==> src/rtl/tuser_sequencer.sv <==
// tuser_sequencer: walks a (row, col, cin) image scan after a configuration
// handshake and emits one tuser beat per position. The first beat of each
// job carries the configuration; later beats carry the position flags that
// the pad filter and conv datapath consume. The output is a single
// registered slice, so beats go out back to back when the consumer is ready.
module tuser_sequencer #(
    parameter int KW_MAX    = 7,
    parameter int SW_MAX    = 4,
    parameter int BITS_COLS = 10,
    parameter int BITS_CIN  = 10,
    parameter int BITS_ROWS = 10,
    localparam int KW2_MAX  = KW_MAX / 2,
    localparam int BITS_KW2 = $clog2(KW2_MAX + 1),
    localparam int BITS_SW  = $clog2(SW_MAX)
) (
    input  logic                 aclk,
    input  logic                 areset,
    input  logic                 aclken,
    input  logic                 cfg_valid,
    output logic                 cfg_ready,
    input  logic [BITS_KW2-1:0]  cfg_kw2,
    input  logic [BITS_SW-1:0]   cfg_sw_1,
    input  logic [BITS_COLS-1:0] cfg_cols_1,
    input  logic [BITS_CIN-1:0]  cfg_cin_1,
    input  logic [BITS_ROWS-1:0] cfg_rows_1,
    output logic                 cfg_error,
    output logic                 m_valid,
    input  logic                 m_ready,
    output logic [BITS_KW2-1:0]  m_kw2,
    output logic [BITS_SW-1:0]   m_sw_1,
    output logic                 m_is_config,
    output logic                 m_is_cin_last,
    output logic                 m_is_col_1_k2,
    output logic                 m_is_col_valid,
    output logic                 m_last,
    output logic                 busy
);

    typedef enum logic [1:0] {
        IDLE = 2'd0,
        CFG  = 2'd1,
        RUN  = 2'd2
    } state_t;

    // A configuration is usable only if the kernel and stride fit the build
    // and the image is at least as wide as the kernel.
    function automatic logic cfg_legal(
        input logic [BITS_KW2-1:0]  kw2,
        input logic [BITS_SW-1:0]   sw_1,
        input logic [BITS_COLS-1:0] cols_1
    );
        if (int'(kw2) > KW2_MAX) begin
            cfg_legal = 1'b0;
        end else if (int'(sw_1) >= SW_MAX) begin
            cfg_legal = 1'b0;
        end else if (int'(cols_1) < 2 * int'(kw2)) begin
            cfg_legal = 1'b0;
        end else begin
            cfg_legal = 1'b1;
        end
    endfunction

    state_t                state_q, state_d;
    logic [BITS_KW2-1:0]   kw2_q, kw2_d;
    logic [BITS_SW-1:0]    sw_1_q, sw_1_d;
    logic [BITS_COLS-1:0]  cols_1_q, cols_1_d;
    logic [BITS_CIN-1:0]   cin_1_q, cin_1_d;
    logic [BITS_ROWS-1:0]  rows_1_q, rows_1_d;
    logic [BITS_CIN-1:0]   cin_cnt_q, cin_cnt_d;
    logic [BITS_COLS-1:0]  col_cnt_q, col_cnt_d;
    logic [BITS_ROWS-1:0]  row_cnt_q, row_cnt_d;
    logic [BITS_SW-1:0]    ph_q, ph_d;
    logic                  m_valid_q, m_valid_d;
    logic [BITS_KW2-1:0]   m_kw2_q, m_kw2_d;
    logic [BITS_SW-1:0]    m_sw_1_q, m_sw_1_d;
    logic                  m_is_config_q, m_is_config_d;
    logic                  m_is_cin_last_q, m_is_cin_last_d;
    logic                  m_is_col_1_k2_q, m_is_col_1_k2_d;
    logic                  m_is_col_valid_q, m_is_col_valid_d;
    logic                  m_last_q, m_last_d;
    logic                  cfg_error_q, cfg_error_d;
    logic                  cfg_ready_q, cfg_ready_d;
    logic                  busy_q, busy_d;

    // Flags of the beat at the current counter position, and the counter
    // values that follow it.
    logic                  cin_last_s, col_last_s, row_last_s;
    logic                  col_1_k2_s, col_valid_s, last_s;
    logic [BITS_CIN-1:0]   cin_adv_s;
    logic [BITS_COLS-1:0]  col_adv_s;
    logic [BITS_ROWS-1:0]  row_adv_s;
    logic [BITS_SW-1:0]    ph_adv_s;

    // Decode the beat at the counter position and compute the next position
    // (cin fastest, then col, then row; stride phase restarts every row).
    always_comb begin
        cin_last_s  = (cin_cnt_q == cin_1_q);
        col_last_s  = (col_cnt_q == cols_1_q);
        row_last_s  = (row_cnt_q == rows_1_q);
        col_1_k2_s  = (kw2_q != {BITS_KW2{1'b0}}) &&
                      (col_cnt_q == (cols_1_q - BITS_COLS'(kw2_q)));
        col_valid_s = (ph_q == {BITS_SW{1'b0}});
        last_s      = cin_last_s && col_last_s && row_last_s;
        cin_adv_s   = cin_cnt_q;
        col_adv_s   = col_cnt_q;
        row_adv_s   = row_cnt_q;
        ph_adv_s    = ph_q;
        if (cin_last_s) begin
            cin_adv_s = {BITS_CIN{1'b0}};
            if (col_last_s) begin
                col_adv_s = {BITS_COLS{1'b0}};
                ph_adv_s  = {BITS_SW{1'b0}};
                if (row_last_s) begin
                    row_adv_s = {BITS_ROWS{1'b0}};
                end else begin
                    row_adv_s = row_cnt_q + BITS_ROWS'(1'b1);
                end
            end else begin
                col_adv_s = col_cnt_q + BITS_COLS'(1'b1);
                if (ph_q == sw_1_q) begin
                    ph_adv_s = {BITS_SW{1'b0}};
                end else begin
                    ph_adv_s = ph_q + BITS_SW'(1'b1);
                end
            end
        end else begin
            cin_adv_s = cin_cnt_q + BITS_CIN'(1'b1);
        end
    end

    // FSM next state and output-slice loading; a new beat is loaded only
    // when the slice is empty or its current beat is being taken.
    always_comb begin
        state_d          = state_q;
        kw2_d            = kw2_q;
        sw_1_d           = sw_1_q;
        cols_1_d         = cols_1_q;
        cin_1_d          = cin_1_q;
        rows_1_d         = rows_1_q;
        cin_cnt_d        = cin_cnt_q;
        col_cnt_d        = col_cnt_q;
        row_cnt_d        = row_cnt_q;
        ph_d             = ph_q;
        m_valid_d        = m_valid_q;
        m_kw2_d          = m_kw2_q;
        m_sw_1_d         = m_sw_1_q;
        m_is_config_d    = m_is_config_q;
        m_is_cin_last_d  = m_is_cin_last_q;
        m_is_col_1_k2_d  = m_is_col_1_k2_q;
        m_is_col_valid_d = m_is_col_valid_q;
        m_last_d         = m_last_q;
        cfg_error_d      = 1'b0;
        cfg_ready_d      = cfg_ready_q;
        busy_d           = busy_q;

        case (state_q)
            IDLE: begin
                if (cfg_valid) begin
                    kw2_d    = cfg_kw2;
                    sw_1_d   = cfg_sw_1;
                    cols_1_d = cfg_cols_1;
                    cin_1_d  = cfg_cin_1;
                    rows_1_d = cfg_rows_1;
                    if (cfg_legal(cfg_kw2, cfg_sw_1, cfg_cols_1)) begin
                        state_d          = CFG;
                        cfg_ready_d      = 1'b0;
                        busy_d           = 1'b1;
                        cin_cnt_d        = {BITS_CIN{1'b0}};
                        col_cnt_d        = {BITS_COLS{1'b0}};
                        row_cnt_d        = {BITS_ROWS{1'b0}};
                        ph_d             = {BITS_SW{1'b0}};
                        m_valid_d        = 1'b1;
                        m_kw2_d          = cfg_kw2;
                        m_sw_1_d         = cfg_sw_1;
                        m_is_config_d    = 1'b1;
                        m_is_cin_last_d  = 1'b0;
                        m_is_col_1_k2_d  = 1'b0;
                        m_is_col_valid_d = 1'b0;
                        m_last_d         = 1'b0;
                    end else begin
                        cfg_error_d = 1'b1;
                    end
                end else begin
                    state_d = IDLE;
                end
            end
            CFG, RUN: begin
                if (m_ready) begin
                    if ((state_q == RUN) && m_last_q) begin
                        // Final beat taken: the job is complete.
                        state_d     = IDLE;
                        m_valid_d   = 1'b0;
                        busy_d      = 1'b0;
                        cfg_ready_d = 1'b1;
                    end else begin
                        state_d          = RUN;
                        m_valid_d        = 1'b1;
                        m_kw2_d          = kw2_q;
                        m_sw_1_d         = sw_1_q;
                        m_is_config_d    = 1'b0;
                        m_is_cin_last_d  = cin_last_s;
                        m_is_col_1_k2_d  = col_1_k2_s;
                        m_is_col_valid_d = col_valid_s;
                        m_last_d         = last_s;
                        cin_cnt_d        = cin_adv_s;
                        col_cnt_d        = col_adv_s;
                        row_cnt_d        = row_adv_s;
                        ph_d             = ph_adv_s;
                    end
                end else begin
                    state_d = state_q;
                end
            end
            default: begin
                state_d     = IDLE;
                m_valid_d   = 1'b0;
                busy_d      = 1'b0;
                cfg_ready_d = 1'b1;
            end
        endcase
    end

    // State, configuration, counters and output slice; reset wins over the
    // clock enable, otherwise everything holds while aclken is low.
    always_ff @(posedge aclk) begin
        if (areset) begin
            state_q          <= IDLE;
            kw2_q            <= {BITS_KW2{1'b0}};
            sw_1_q           <= {BITS_SW{1'b0}};
            cols_1_q         <= {BITS_COLS{1'b0}};
            cin_1_q          <= {BITS_CIN{1'b0}};
            rows_1_q         <= {BITS_ROWS{1'b0}};
            cin_cnt_q        <= {BITS_CIN{1'b0}};
            col_cnt_q        <= {BITS_COLS{1'b0}};
            row_cnt_q        <= {BITS_ROWS{1'b0}};
            ph_q             <= {BITS_SW{1'b0}};
            m_valid_q        <= 1'b0;
            m_kw2_q          <= {BITS_KW2{1'b0}};
            m_sw_1_q         <= {BITS_SW{1'b0}};
            m_is_config_q    <= 1'b0;
            m_is_cin_last_q  <= 1'b0;
            m_is_col_1_k2_q  <= 1'b0;
            m_is_col_valid_q <= 1'b0;
            m_last_q         <= 1'b0;
            cfg_error_q      <= 1'b0;
            cfg_ready_q      <= 1'b1;
            busy_q           <= 1'b0;
        end else if (aclken) begin
            state_q          <= state_d;
            kw2_q            <= kw2_d;
            sw_1_q           <= sw_1_d;
            cols_1_q         <= cols_1_d;
            cin_1_q          <= cin_1_d;
            rows_1_q         <= rows_1_d;
            cin_cnt_q        <= cin_cnt_d;
            col_cnt_q        <= col_cnt_d;
            row_cnt_q        <= row_cnt_d;
            ph_q             <= ph_d;
            m_valid_q        <= m_valid_d;
            m_kw2_q          <= m_kw2_d;
            m_sw_1_q         <= m_sw_1_d;
            m_is_config_q    <= m_is_config_d;
            m_is_cin_last_q  <= m_is_cin_last_d;
            m_is_col_1_k2_q  <= m_is_col_1_k2_d;
            m_is_col_valid_q <= m_is_col_valid_d;
            m_last_q         <= m_last_d;
            cfg_error_q      <= cfg_error_d;
            cfg_ready_q      <= cfg_ready_d;
            busy_q           <= busy_d;
        end
    end

    assign cfg_ready      = cfg_ready_q;
    assign cfg_error      = cfg_error_q;
    assign busy           = busy_q;
    assign m_valid        = m_valid_q;
    assign m_kw2          = m_kw2_q;
    assign m_sw_1         = m_sw_1_q;
    assign m_is_config    = m_is_config_q;
    assign m_is_cin_last  = m_is_cin_last_q;
    assign m_is_col_1_k2  = m_is_col_1_k2_q;
    assign m_is_col_valid = m_is_col_valid_q;
    assign m_last         = m_last_q;

endmodule

==> config.mk <==
export PLATFORM = sky130hd
export DESIGN_NAME = tuser_sequencer
export DESIGN_NICKNAME = d
export VERILOG_FILES = /design/src/rtl/tuser_sequencer.sv
export SDC_FILE = /design/constraint.sdc
export NUM_CORES = 1
export LEC_CHECK = 0
export CORE_MARGIN = 2
export CORE_UTILIZATION = 30
export DETAILED_ROUTE_END_ITERATION = 16
export PLACE_DENSITY_LB_ADDON = 0.3
export RECOVER_POWER = 25
export SYNTH_ARGS = -nofsm -noshare
export SYNTH_HDL_FRONTEND = slang
export SYNTH_SLANG_ARGS = --single-unit
==> constraint.sdc <==
create_clock -name aclk -period 2.5 [get_ports aclk]
set_input_delay 0.75 -clock aclk [delete_from_list [all_inputs] [get_ports aclk]]
set_output_delay 0.75 -clock aclk [all_outputs]
set_load 0.005 [all_outputs]
-- Word-level counts from Yosys, hierarchy flattened
Cells that the tools add are included.
Widths: inputs -> output; s select.
- register bits after elaboration: 81
- output and inout bits: 13
- logic and storage cells: 132
- add/subtract/negate cells: 5
- magnitude comparators: 1
- equal/unequal tests: 15
- mux-type cells: 74
- reductions and logical operators: 16
- operators with widths (cell ; number):
    $mux 10 ; 14
    $pmux 10 s2 ; 3
    $eq 10x10->1 ; 4
    $mux 2 ; 19
    $add 10x1->10 const B ; 3
    $mux 1 ; 26
    $pmux 1 s2 ; 8
    $pmux 2 s2 ; 4
    $ne 2x2->1 const B ; 7
    $lt 10x3->1 ; 1
    $sub 10x2->10 ; 1
    $reduce_and 8->1 ; 1
    $reduce_and 7->1 ; 1
    $reduce_and 3->1 ; 2
    $reduce_and 6->1 ; 1
    $reduce_and 5->1 ; 1
    $logic_and 1x1->1 ; 4
    $logic_not 2->1 ; 2
    $reduce_and 4->1 ; 1
    $reduce_bool 2->1 ; 2
    $ne 3x3->1 const B ; 1
    $add 2x1->2 const B ; 1
    $eq 2x1->1 const B ; 1
    $eq 2x2->1 ; 1
    other kinds (2) ; 2

-- Logic depth before layout (Yosys ltp)
Gate-level depths: netlist of run 1.
- word-level depth: 7
- depth in mapped cells: 12
- gate-level depth less buffers: 9

-- Worst setup path before layout of run 1
OpenSTA, ideal clock, no wires.
- path kind: input to register
- start: in cfg_kw2[1]
- end: reg col_cnt_q[5]
- arrival: 2411 ps
- required time: 2434 ps
- slack: 23 ps
- stages: 9
- buffers on the path: 1
- cells stage by stage: inv_1 ha_1 inv_1 o2111a_1 or2_1 buf_2 a211o_1 or3_1 a21oi_2
- cells in the longest elaborated chain, start to end: 6
- RTL lines (element ; line ; RTL):
    from (decl) ; 21 ; input logic [BITS_KW2-1:0] cfg_kw2,
    $lt 10x3->1 ; 56 ; end else if (int'(cols_1) < 2 * int'(kw2)) begin
    $mux 1 ; 56 ;
    $mux 1 ; 158 ; if (cfg_valid) begin
    $mux 1 ; 156 ; case (state_q)
    $ne 2x2->1 (no source line) ; -- ;
    $reduce_and 7->1 (no source line) ; -- ;
    to (signal assigned) ; 234 ; col_cnt_q <= {BITS_COLS{1'b0}};
    to (signal assigned) ; 256 ; col_cnt_q <= col_cnt_d;
    to (decl) ; 70 ; logic [BITS_COLS-1:0] col_cnt_q, col_cnt_d;
Every way passes these cells. The select of a mux whose other input is x is not followed.
A chain may end at the register's enable or synchronous reset.

-- Worst setup path after layout of run 1
- start: in cfg_cols_1[4]
- end: reg ph_q[0]
- cells in the longest elaborated chain, start to end: 6
- RTL lines (element ; line ; RTL):
    from (decl) ; 23 ; input logic [BITS_COLS-1:0] cfg_cols_1,
    $lt 10x3->1 ; 56 ;
    $mux 1 ; 56 ;
    $mux 1 ; 158 ;
    $mux 1 ; 156 ;
    $ne 2x2->1 (no source line) ; -- ;
    $reduce_and 7->1 (no source line) ; -- ;
    to (signal assigned) ; 236 ; ph_q <= {BITS_SW{1'b0}};
    to (signal assigned) ; 258 ; ph_q <= ph_d;
    to (decl) ; 72 ; logic [BITS_SW-1:0] ph_q, ph_d;
Every way passes these cells. The select of a mux whose other input is x is not followed.

==> metrics.yaml, run 1 <==
start_util: 0.3070
placed_cell_area_sq_um: 5207
outcome: "completed"
critPathMaxStageDelay_ns: 0.44
min_period_ns: 2.447
final_hold_viol_count: 0
drc: 0
grt_pass1_vias: 3732
muxShareOfSynthArea: 0.01533
hp-start: "m_is_col_1_k2"
die_h_microns: 123.0
grt_max_degree: 42
cts_buffers: 9
p_per_area_nw_per_um2: 591.7
fmax_ghz: 0.4087
met2_usage: 0.2396
dp.cells: 767
ant_nets: 0
most-common-layout-cells: "nand2_1, dfxtp_1, a21oi_1"
synthDominantCellAreaShare: 0.3820
gr-usage-met1: 0.1935
dieArea_sq_um: 15120
htreeDepth: 3
power.total_mw: 3.288
synth_top_flop_cell: "dfxtp_1"
fin_skew_ns: 0.006405
drv_cap: 0
wl_per_cell_microns: 13.51
diodes: 0
worstSetupEndpointType: "flip-flop"
grt_pass1_wl_microns: 17590
synth_top_family_by_area: "simple AND/OR/NAND/NOR gates"
place.gp.congestion: 0.8416
fin_cells: 787
synth_fp_nets: 569
antenna_found_initial: 0
required_ns: 2.77
finalMaxSlewViolations: 0
fin_ws_ns: 0.05329
power.leakage_nw: 2.057
rows: 43
vias: 3791
clkLatencyLatePin_ns: 0.34
timing.rr.start: "state_q[0]"
ios: 52
crit_chain: "clkdlybuf4s50_1 -> nor4_2 -> buf_4 -> o2111a_2 -> or2_4 -> buf_4 -> a21oi_1 -> or2_4 -> buf_12 -> mux2i_1"
yosysTopAreaCell: "dfxtp_1"
setup_violations: 0
drt_iter0_markers: 125
grt_util_met3: 0.02537
synth_adder_area_share: 0.03419
rrSetupSlack_ns: 0.24
slew_headroom: 0.6687
final_util: 0.4020
fin_nets: 652
cts_sinks: 81
die_width_microns: 123.0
dp_hpwl_microns: 7899
globalRouteOverflowTotal: 0
firstDrtPassIters: 4
worst_pin_slew_ns: 0.4970
port_buffers: 51
cts_tree: "yes"
synth-edff-count: 0
startpoint: "cfg_cols_1[4]"
final_cell_area_sq_um: 5558
syn2layout_area_growth_pct: 30.92
final_common_cell: "nand2_1"
layout-drive-gt1-share: 0.1532
synth-async-reset-ratio: 0
core_sq_um: 13830
postSynthCellCount: 519
track_usage: 0.1466
synth.distinct_cells: 62
synth_compound_area_frac: 0.1662
syn_area_per_cell_sq_um: 8.180
crit_type: "in -> reg"
synthTopCellsByArea: "dfxtp_1, nand2_1, xnor2_1"
clock_path_buffers: 2
slowest_stage: "clkdlybuf4s50_1"
ctsHoldBuffers: 0
synth.ff_latch_count: 81
cts_root_buf: "clkbuf_16"
routed_via_density: 4.817
routed_wl_microns: 10630
cp_data_arrival_time_ns: 2.72
ys_seq_area_frac: 0.3820
yosysWarnings: 0
min_period_over_period: 0.9787
crit_path_max_fanout: 8
dp_slack_ns: -0.5697
synth.cell_area_sq_um: 4245
clk_pin_slew_ns: 0.06
top_usage_layer: "met2"
synth_xor_area_frac: 0.1052
startpoint_type: "primary input"
hp-class: "reg -> reg"
ir_drop_mv: 0.2829
synthSimpleGateAreaFrac: 0.2482
state kept, by name, indices dropped and copies added, names as in the netlist, 2 cells and up:
name / flops
rows_1_q: 10
m_sw_1: 2
col_cnt_q: 10
cin_1_q: 10
ph_q: 2
kw2_q: 2
cols_1_q: 10
row_cnt_q: 10
m_kw2: 2
sw_1_q: 2
state_q: 2
cin_cnt_q: 10
repair_timing:
| action | in CTS | in global routing |
|---|---|---|
| buffers inserted | 3 | 0 |
| gates cloned | 0 | 1 |
| gates resized for setup | 6 | 12 |
| setup endpoints to repair | 33 | 22 |
| pin swaps | 5 | 3 |
metrics by stage:
step,TNS (ns),hold slack [ns]
global route,-0.3535,0.4745
finish,0,0.4530
floorplan,0,0.4419
detailed placement,-19.00,0.4477
global placement,-16.99,0.4530
CTS,0,0.4560
logic make-up after synthesis:
kind of cell | count (synthesis)
adders and majority gates | 11
AOI/OAI and AO/OA | 109
muxes | 6
DFF | 81
and+or+nand+nor | 213
buffers and inverters | 48
xor gates and xnor gates | 51
Yosys cell counts, types with 6 or more instances:
library cell,count
nand2_1,97
dfxtp_1,81
a21oi_1,50
nor2_1,42
xnor2_1,33
inv_1,23
xor2_1,18
clkbuf_1,14
nand3_1,12
ha_1,10
nand4_1,10
o21ai_0,10
nand2b_1,9
or3_1,8
a31oi_1,7
and3_1,7
nor3_1,6
o21ai_1,6
worst paths after layout:
check	to	cells after the start
worst min-delay path	m_is_col_1_k2	2
worst min register to register	m_is_col_1_k2	2
worst max-delay path	ph_q[0]	10
worst max register to register	col_cnt_q[7]	8
power breakdown:
part           leakage, nW  switching [mW]  internal, mW  total [mW]
clock                0.135           0.547         0.701        1.25
combinational         1.26           0.337         0.315       0.652
sequential           0.657          0.0461          1.34        1.39
total                 2.06           0.930          2.36        3.29
routing by layer:
| layer | part of all wire | routed length [microns] |
|---|---|---|
| met5 | 0 | 0 |
| met4 | 0.016 | 165 |
| met3 | 0.030 | 323 |
| met2 | 0.47 | 5036 |
| met1 | 0.48 | 5105 |
worst max-delay path: cells and delay by family:
family | cells | cell delay [ns]
buffers and inverters | 4 | 0.86
AND/OR/NAND/NOR | 3 | 0.71
AO/OA/AOI/OAI | 2 | 0.28
multiplexers | 1 | 0.12
final cells by class:
class	count	area, sq um
Fill cell	1406	8269
Multi-Input combinational cell	390	2467
Sequential cell	81	1622
Timing Repair Buffer	97	875.8
Clock buffer	10	239.0
Tap cell	180	225.2
Inverter	23	86.33
Clock inverter	6	42.54
Note: power is estimated with default switching activity, not from simulation.
==> inputs of run 2 (changes only) <==
--- a/config.mk
+++ b/config.mk
@@ -8,6 +8,7 @@
 export CORE_MARGIN = 2
 export CORE_UTILIZATION = 30
 export DETAILED_ROUTE_END_ITERATION = 16
+export GPL_ROUTABILITY_DRIVEN = 0
 export PLACE_DENSITY_LB_ADDON = 0.3
 export RECOVER_POWER = 25
 export SYNTH_ARGS = -nofsm -noshare
==> results of run 2 <==
Same layout as run 1: the final DEF is identical, and so are final timing and power.
